$ cat config.mk
export PLATFORM = sky130hd
export DESIGN_NAME = perf_counter_bank
export DESIGN_NICKNAME = d
export VERILOG_FILES = /design/src/rtl/perf_pkg.sv /design/src/rtl/perf_counter_cell.sv /design/src/rtl/perf_counter_bank.sv
export SDC_FILE = /design/constraint.sdc
export NUM_CORES = 1
export LEC_CHECK = 0
export CAP_MARGIN = 20
export CORE_ASPECT_RATIO = 1.4
export CORE_MARGIN = 4
export CORE_UTILIZATION = 52
export DETAILED_ROUTE_END_ITERATION = 8
export PLACE_DENSITY = 0.65
export SLEW_MARGIN = 20
export SYNTH_ARGS = -nofsm -noshare
export SYNTH_HDL_FRONTEND = slang
export SYNTH_SLANG_ARGS = --single-unit
$ cat constraint.sdc
create_clock -name clk -period 2.7 [get_ports clk]
set_clock_uncertainty 0.05 [all_clocks]
set_input_delay 0.27 -clock clk [delete_from_list [all_inputs] [get_ports clk]]
set_output_delay 0.27 -clock clk [all_outputs]
set_load 0.05 [all_outputs]
$ cat src/rtl/perf_pkg.sv
// Shared definitions for the performance counter bank: FSM state encoding
// and the event channel assignments used by the processor top level.
package perf_pkg;

  typedef enum logic {
    RUN    = 1'b0,
    FROZEN = 1'b1
  } perf_state_e;

  localparam int unsigned EV_INST  = 0;
  localparam int unsigned EV_DHIT  = 1;
  localparam int unsigned EV_IHIT  = 2;
  localparam int unsigned EV_DREQ  = 3;
  localparam int unsigned EV_IREQ  = 4;
  localparam int unsigned EV_STALL = 5;

endpackage

$ cat src/rtl/perf_counter_cell.sv
// Single performance counter: increment, synchronous clear, sticky overflow
// flag and a snapshot register that captures the post-increment value.
module perf_counter_cell
  import perf_pkg::*;
#(
  parameter int CNT_WIDTH = 32,
  parameter bit SATURATE  = 1'b0
) (
  input  logic                 clk,
  input  logic                 rst,
  input  logic                 inc,
  input  logic                 clr,
  input  logic                 capture,
  output logic [CNT_WIDTH-1:0] cnt,
  output logic [CNT_WIDTH-1:0] snap,
  output logic                 ovf
);

  logic [CNT_WIDTH-1:0] cnt_q, cnt_d;
  logic [CNT_WIDTH-1:0] snap_q, snap_d;
  logic                 ovf_q, ovf_d;
  logic [CNT_WIDTH:0]   sum;

  // Next-state: clear beats increment; carry-out only sets the sticky flag.
  always_comb begin
    sum    = {1'b0, cnt_q} + {{CNT_WIDTH{1'b0}}, 1'b1};
    cnt_d  = cnt_q;
    ovf_d  = ovf_q;
    snap_d = snap_q;
    if (clr) begin
      cnt_d = '0;
      ovf_d = 1'b0;
    end else if (inc) begin
      if (sum[CNT_WIDTH]) begin
        ovf_d = 1'b1;
        cnt_d = SATURATE ? {CNT_WIDTH{1'b1}} : sum[CNT_WIDTH-1:0];
      end else begin
        cnt_d = sum[CNT_WIDTH-1:0];
      end
    end
    // Snapshot takes the value being written this edge, so the halt-cycle
    // increment is included.
    if (capture && !clr) begin
      snap_d = cnt_d;
    end
  end

  // Counter, overflow and snapshot registers.
  always_ff @(posedge clk or negedge rst) begin
    if (!rst) begin
      cnt_q  <= '0;
      snap_q <= '0;
      ovf_q  <= 1'b0;
    end else begin
      cnt_q  <= cnt_d;
      snap_q <= snap_d;
      ovf_q  <= ovf_d;
    end
  end

  assign cnt  = cnt_q;
  assign snap = snap_q;
  assign ovf  = ovf_q;

endmodule

$ cat src/rtl/perf_counter_bank.sv
// Event counter bank: NUM_EVENTS event counters plus a cycle counter, a
// RUN/FROZEN FSM driven by halt/clear, and a registered read port.
module perf_counter_bank
  import perf_pkg::*;
#(
  parameter int NUM_EVENTS = 8,
  parameter int CNT_WIDTH  = 32,
  parameter bit SATURATE   = 1'b0,
  parameter int IDX_W      = $clog2(NUM_EVENTS + 1)
) (
  input  logic                  clk,
  input  logic                  rst,
  input  logic                  enable,
  input  logic [NUM_EVENTS-1:0] event_vec,
  input  logic                  halt,
  input  logic                  clear,
  input  logic                  rd_req,
  input  logic [IDX_W-1:0]      rd_idx,
  input  logic                  rd_snap,
  output logic                  rd_valid,
  output logic [CNT_WIDTH-1:0]  rd_data,
  output logic                  rd_err,
  output logic [NUM_EVENTS:0]   ovf,
  output logic                  frozen
);

  localparam int NCNT = NUM_EVENTS + 1;
  localparam logic [IDX_W-1:0] LAST_IDX = IDX_W'(NUM_EVENTS);

  perf_state_e state_q, state_d;

  logic [CNT_WIDTH-1:0] live_cnt [NCNT];
  logic [CNT_WIDTH-1:0] snap_cnt [NCNT];
  logic [NCNT-1:0]      inc_vec;
  logic [NCNT-1:0]      ovf_vec;
  logic                 capture;

  logic                 rd_valid_q, rd_valid_d;
  logic [CNT_WIDTH-1:0] rd_data_q, rd_data_d;
  logic                 rd_err_q, rd_err_d;

  // FSM next state and counter controls; clear overrides a coincident halt.
  always_comb begin
    state_d = state_q;
    inc_vec = '0;
    capture = 1'b0;
    if (state_q == RUN && enable) begin
      inc_vec = {1'b1, event_vec};
    end
    if (clear) begin
      state_d = RUN;
    end else if (state_q == RUN && halt) begin
      state_d = FROZEN;
      capture = 1'b1;
    end
  end

  // State register.
  always_ff @(posedge clk or negedge rst) begin
    if (!rst) begin
      state_q <= RUN;
    end else begin
      state_q <= state_d;
    end
  end

  // Top entry (index NUM_EVENTS) is the cycle counter.
  for (genvar g = 0; g < NCNT; g++) begin : g_cell
    perf_counter_cell #(
      .CNT_WIDTH (CNT_WIDTH),
      .SATURATE  (SATURATE)
    ) u_cell (
      .clk     (clk),
      .rst     (rst),
      .inc     (inc_vec[g]),
      .clr     (clear),
      .capture (capture),
      .cnt     (live_cnt[g]),
      .snap    (snap_cnt[g]),
      .ovf     (ovf_vec[g])
    );
  end

  // Read mux: samples pre-update counter values; data/err hold when idle.
  always_comb begin
    rd_valid_d = rd_req;
    rd_data_d  = rd_data_q;
    rd_err_d   = rd_err_q;
    if (rd_req) begin
      if (rd_idx > LAST_IDX) begin
        rd_data_d = '0;
        rd_err_d  = 1'b1;
      end else begin
        rd_data_d = rd_snap ? snap_cnt[rd_idx] : live_cnt[rd_idx];
        rd_err_d  = 1'b0;
      end
    end
  end

  // Response registers.
  always_ff @(posedge clk or negedge rst) begin
    if (!rst) begin
      rd_valid_q <= 1'b0;
      rd_data_q  <= '0;
      rd_err_q   <= 1'b0;
    end else begin
      rd_valid_q <= rd_valid_d;
      rd_data_q  <= rd_data_d;
      rd_err_q   <= rd_err_d;
    end
  end

  assign rd_valid = rd_valid_q;
  assign rd_data  = rd_data_q;
  assign rd_err   = rd_err_q;
  assign ovf      = ovf_vec;
  assign frozen   = (state_q == FROZEN);

endmodule

# After elaboration in Yosys (flattened, before gate mapping)
# Index checks and enable logic that the tools add are counted.
# Widths: inputs -> output; s select.
# classes
n_eq_ne	0
n_mul	0
n_addsub	9
reduce_logical	32
shift	0
div	0
n_lt_le_gt_ge	2
bitwise_logic	2
n_mux	59
# ops
operator	n
$mux 32	24
$add 32x1->33 const B	9
$bmux 32 s4	2
$reduce_bool 2->1	19
$mux 1	32
$reduce_and 2->1	9
$mux 9	1
$ge 5x5->1 const B	1
$not 4->5	1
$gt 4x4->1 const B	1
$logic_and 1x1->1	3
$logic_not 1->1	1
$not 1->1	1
# word_totals
mem_bits_ro	0
output_inout_bits	44
mem_bits_rw	0
wordCells	135
register_bits	620
latchBits	0
n_memories	0

# Longest topological paths before layout
# Gate-level depths: netlist (run 1).
# depth
word_depth	6
depth_mapped	8

# Hierarchy
# A second synthesis (run 1) with hierarchy kept.
# hier_totals
hier_cells	3040
area_unflattened_um2	31455.2
# by_module_without_submodules
module	cells_per_inst	instances	area_each_um2
perf_counter_cell at g_cell[0].u_cell ...	266	6	2736.4
perf_counter_cell at g_cell[6].u_cell ...	279	3	2837.7
perf_counter_bank	607	1	6523.8

# Worst setup path after synthesis (run 1)
# No wires, ideal clock.
# synth_path
path_kind	reg2reg
start	register state_q (netlist: frozen)
end	register g_cell[2].u_cell.snap_q[28]
required_time_ps	2520
path_stages_with_launch	7
n_path_buf	1
synth_period_minus_slack_ps	2301
setup_time_ps	130
t_arrival_ps	2122
slack_ps	399
path_cell_list	dfrtp_1 > buf_2 > nand4b_1 > or4_4 > nor4_1 > xnor2_1 > o21ai_0
# synth_between
elab_chain_len	5
# synth_lines
item	line_no	source
start: declaration	perf_counter_bank.sv:30	perf_state_e state_q, state_d;
start signal: assignment	perf_counter_bank.sv:63	state_q <= state_d;
$not 1->1 *	perf_counter_bank.sv:47, perf_counter_bank.sv:52	
$logic_and 1x1->1, on equally long branches	perf_counter_bank.sv:47, perf_counter_bank.sv:52	
$mux 9 or $mux 1 (tied branches)	perf_counter_bank.sv:47, perf_counter_bank.sv:52	
$mux 32 or $mux 1 (tied branches)	perf_counter_cell.sv:33, perf_counter_bank.sv:50	
$mux 32 or $logic_and 1x1->1 (tied branches)	perf_counter_cell.sv:30, perf_counter_cell.sv:43	
end signal: assignment	perf_counter_cell.sv:56	snap_q <= snap_d;
end: declaration	perf_counter_cell.sv:20	logic [CNT_WIDTH-1:0] snap_q, snap_d;
# Every way passes the cells marked *; elsewhere a longest branch is shown, timed or not.
# A chain may end at the register's enable or synchronous reset.

# Worst setup path after layout (run 1)
# layout_path
start	register state_q (netlist: frozen)
end	output frozen
# layout_lines
item	line_no	source
end: declaration	perf_counter_bank.sv:24	output logic frozen
# No word-level cell between the ends.

==> results of run 1 <==
## final timing paths
check                                                 end
worst max-delay path                               frozen
max in group asynchronous        g_cell[4].u_cell.cnt[29]
min in group asynchronous        g_cell[1].u_cell.snap[4]
worst min-delay path                          rd_data[17]
worst max register to register  g_cell[7].u_cell.snap[25]
worst min register to register   g_cell[4].u_cell.snap[7]
## Yosys cell counts, drive strengths merged, types with 6 or more instances
cell       n  area share [%]
dfrtp    620              50
nor2     408             4.9
nand2    395             4.8
o21ai    298             4.8
clkbuf   161             1.9
xor2     146             4.1
xnor2    127             3.6
nand3    113             1.8
mux2i    110             3.5
nand4    110             2.2
mux2      81             2.9
mux4      71             5.1
nor4      50             1.0
buf       46            0.78
o22ai     41            0.83
and3      40            0.81
nor3      37            0.61
and4      36             1.0
nor2b     27            0.54
and2      23            0.46
inv       23            0.28
a221oi    20            0.56
nand2b    14            0.28
o2111ai   12            0.34
or3       10            0.22
a21oi      9            0.15
a31oi      9            0.18
ha         9            0.36
nand4b     9            0.25
o31ai      8            0.19
o311ai     7            0.20
nand3b     6            0.15
## worst max-delay path: cells and delay by family (launching register included)
family | cells | cell delay, ps
buf+inv | 3 | 940
flops | 1 | 580
## cell families (layout without fill, tap and decap cells)
family | Yosys count | count (layout) | synth area share, %
simple gates | 1294 | 1294 | 19.6
flops | 620 | 620 | 49.9
compound gates | 422 | 422 | 7.75
xor+xnor | 273 | 273 | 7.70
mux | 262 | 262 | 11.6
buf+inv | 230 | 376 | 3.00
fa+ha+maj | 9 | 9 | 0.363
other cells | 0 | 1 | 0
## metal layers
metal / global-route usage [%] / up-vias
li1: - / 11100
met1: 43.6 / 12600
met2: 52.6 / 1135
met3: 5.65 / 286
met4: 16.2 / 4
met5: 0 / -
## sequential cells by signal (all words and copies together) (netlist names)
register and cells:
g_cell.u_cell.snap 288, rd_data 32, frozen 1, g_cell.u_cell.cnt 288, rd_valid 1, rd_err 1
g_cell.u_cell.ovf 9
## power by group through the flow
stage | combinational, mW | clock, mW | sequential, mW
floorplan | 0.618 | 0 | 9.72
global placement | 1.46 | 0 | 9.63
detailed placement | 1.47 | 0 | 9.64
CTS | 1.48 | 9.41 | 9.47
global route | 1.57 | 9.81 | 9.47
finish | 1.48 | 9.31 | 9.47
## metrics by stage
step / setup slack [ps] / power, mW / util, %
after detailed placement: 53.8 / 11.1 / 57.0
after global placement: 83.6 / 11.1 / 57.0
final: 234 / 20.3 / 60.7
after global routing: 177 / 20.9 / 60.7
after floorplan: 399 / 10.3 / -
after CTS: 224 / 20.4 / 60.7
## area by class of cell
type	count	area, um^2
antenna	1	2.50
clock inverter	34	465
sequential	620	15500
tap	749	937
timing repair buffer	241	2370
inverter	23	86.3
fill	4939	23100
multi-input combinational	2260	14600
clock buffer	78	1700
## what timing repair did
item                                   4_1_cts  5_1_grt
hold buffers                                 2        0
endpoints found under the hold margin       89        0
setup buffers                                0        0
setup endpoints to repair                    1        0
resized for setup                            2        0
==> results.tsv, run 1 <==
stage	metric	value	unit
setup_path	crit_chain	buf_4, buf_4, dlygate4sd2_1	
timing	worstMarginPinSlew	716	ps
setup_path	reg2regPathDepth	7	
timing	rsz0062_at_grt	no	
grt	grt_pass1_vias	25200	
cts	ctsRootBufferMaster	clkbuf_16	
synth	synthArstFlopShare	100	%
cts	numCtsBuffers	61	
hold_path	min-delay-start	rd_idx[1]	
pwr	switching_power	5.02	mW
cts	clockBufferDepth	3	
timing	setup_viol	0	
placement	routabilityCongestion	0.985	
pwr	peakVddDrop	520	uV
drt	wl_met1	41700	um
die	design.die.area	63800	um^2
setup_path	rr_startpoint	frozen	
placement	placed_area	33500	um^2
cts	clk_pin_slew_worst_paths	60	ps
setup_path	startpoint_type	flip-flop	
drt	num_vias	25100	
grt	antenna_found_initial	6	
drt	route.detailed.drc	0	
drt	drt-total-wl	106000	um
setup_path	worst-path-max-fanout	10	
placement	dp.cells	3891	
hold_path	hold_depth	3	
setup_path	required	2380	ps
synth	synth-warning-count	0	
run	drv_cap	0	
timing	setup_tns	0	ps
grt	grt.overflow.total	0	
outcome	status	completed	
drt	wl_met3	8230	um
layout	drive_above_1_share	14.2	%
setup_path	crit_start	frozen	
die	fp.dieW	215	um
pwr	p_clk_share	46.0	%
setup_path	crit_top_cell	buf_4	
setup_path	worst_path_largest_cell_delay	580	ps
setup_path	cp.arrival	2150	ps
drt	dr.pass1.iters	6	
drt	routedWlPerCell	26.4	um
layout	nets	3235	
layout	final_common_cell	dfrtp_1	
setup_path	cpMaxStageDelayCell	dfrtp_2	
placement	port_buffers	62	
die	core-area	58900	um^2
die	pin_count	63	
synth	synthCells	3110	
setup_path	crit_type	flip-flop to output pin	
layout	final_area	35700	um^2
die	num_rows	105	
drt	ant_nets	0	
pwr	p_comb_share	7.3	%
drt	top_layer_used	met5	
drt	via_per_inst	6.28	
drt	first_iter_violations	2950	
pwr	p_int	15.2	mW
timing	fmax	0.405	GHz
layout	finalNonFillerCells	4006	
hold_path	hp-class	primary input to flip-flop	
placement	dp_hpwl	78600	um
cts	clock_latency	650	ps
die	start_util	52.8	%
pwr	p_leak	15.3	nW
synth	synth_nets	3138	
grt	grt_usage	32.8	%
pwr	pwr-share-seq	46.7	%
setup_path	worst_setup_path_end_kind	output pin	
pwr	p_per_area	567	nW/um^2
layout	areaGrowthSynthToFinish	15.0	%
grt	grt_max_degree	135	
timing	maxSlewViolCount	0	
timing	hold_viol_final	0	
die	die_h	297	um
synth	synth_enable_flop_cells	0	
pwr	p_sw_share	24.8	%
synth	synthDistinctLibCells	57	
synth	ys_seq_elements	620	
layout	final_cell_mix	dfrtp_1, nor2_1, nand2_1	
synth	syn_area_per_cell	9.99	um^2
timing	min_period_over_period	91.3	%
synth	ys.flop_type	dfrtp_1	
synth	syn_area	31100	um^2
cts	h-tree-depth	2	
timing	fin_crit	2470	ps
cts	cts.sinks	620	
timing	hold_ws	127	ps
grt	grt_pass1_wl	160000	um
timing	slew_headroom	52.2	%
drt	met2_wirelength	49600	um
synth	synth-seq-area-share	49.9	%
cts	cts_tree	done	
setup_path	rrSetupSlack	290	ps
No activity file was read; power rests on OpenSTA's default activity.
==> run 2, diff against run 1 <==
--- a/config.mk
+++ b/config.mk
@@ -9,6 +9,7 @@
 export CORE_ASPECT_RATIO = 1.4
 export CORE_MARGIN = 4
 export CORE_UTILIZATION = 52
+export CTS_CLUSTER_SIZE = 24
 export DETAILED_ROUTE_END_ITERATION = 8
 export PLACE_DENSITY = 0.65
 export SLEW_MARGIN = 20
==> results of run 2 <==
The final DEF is identical to that of run 1; final timing and power are the same.
==> run 3, diff against run 2 <==
--- a/config.mk
+++ b/config.mk
@@ -5,7 +5,6 @@
 export SDC_FILE = /design/constraint.sdc
 export NUM_CORES = 1
 export LEC_CHECK = 0
-export CAP_MARGIN = 20
 export CORE_ASPECT_RATIO = 1.4
 export CORE_MARGIN = 4
 export CORE_UTILIZATION = 52
==> results of run 3 <==
The final DEF is identical to that of run 1; final timing and power are the same.
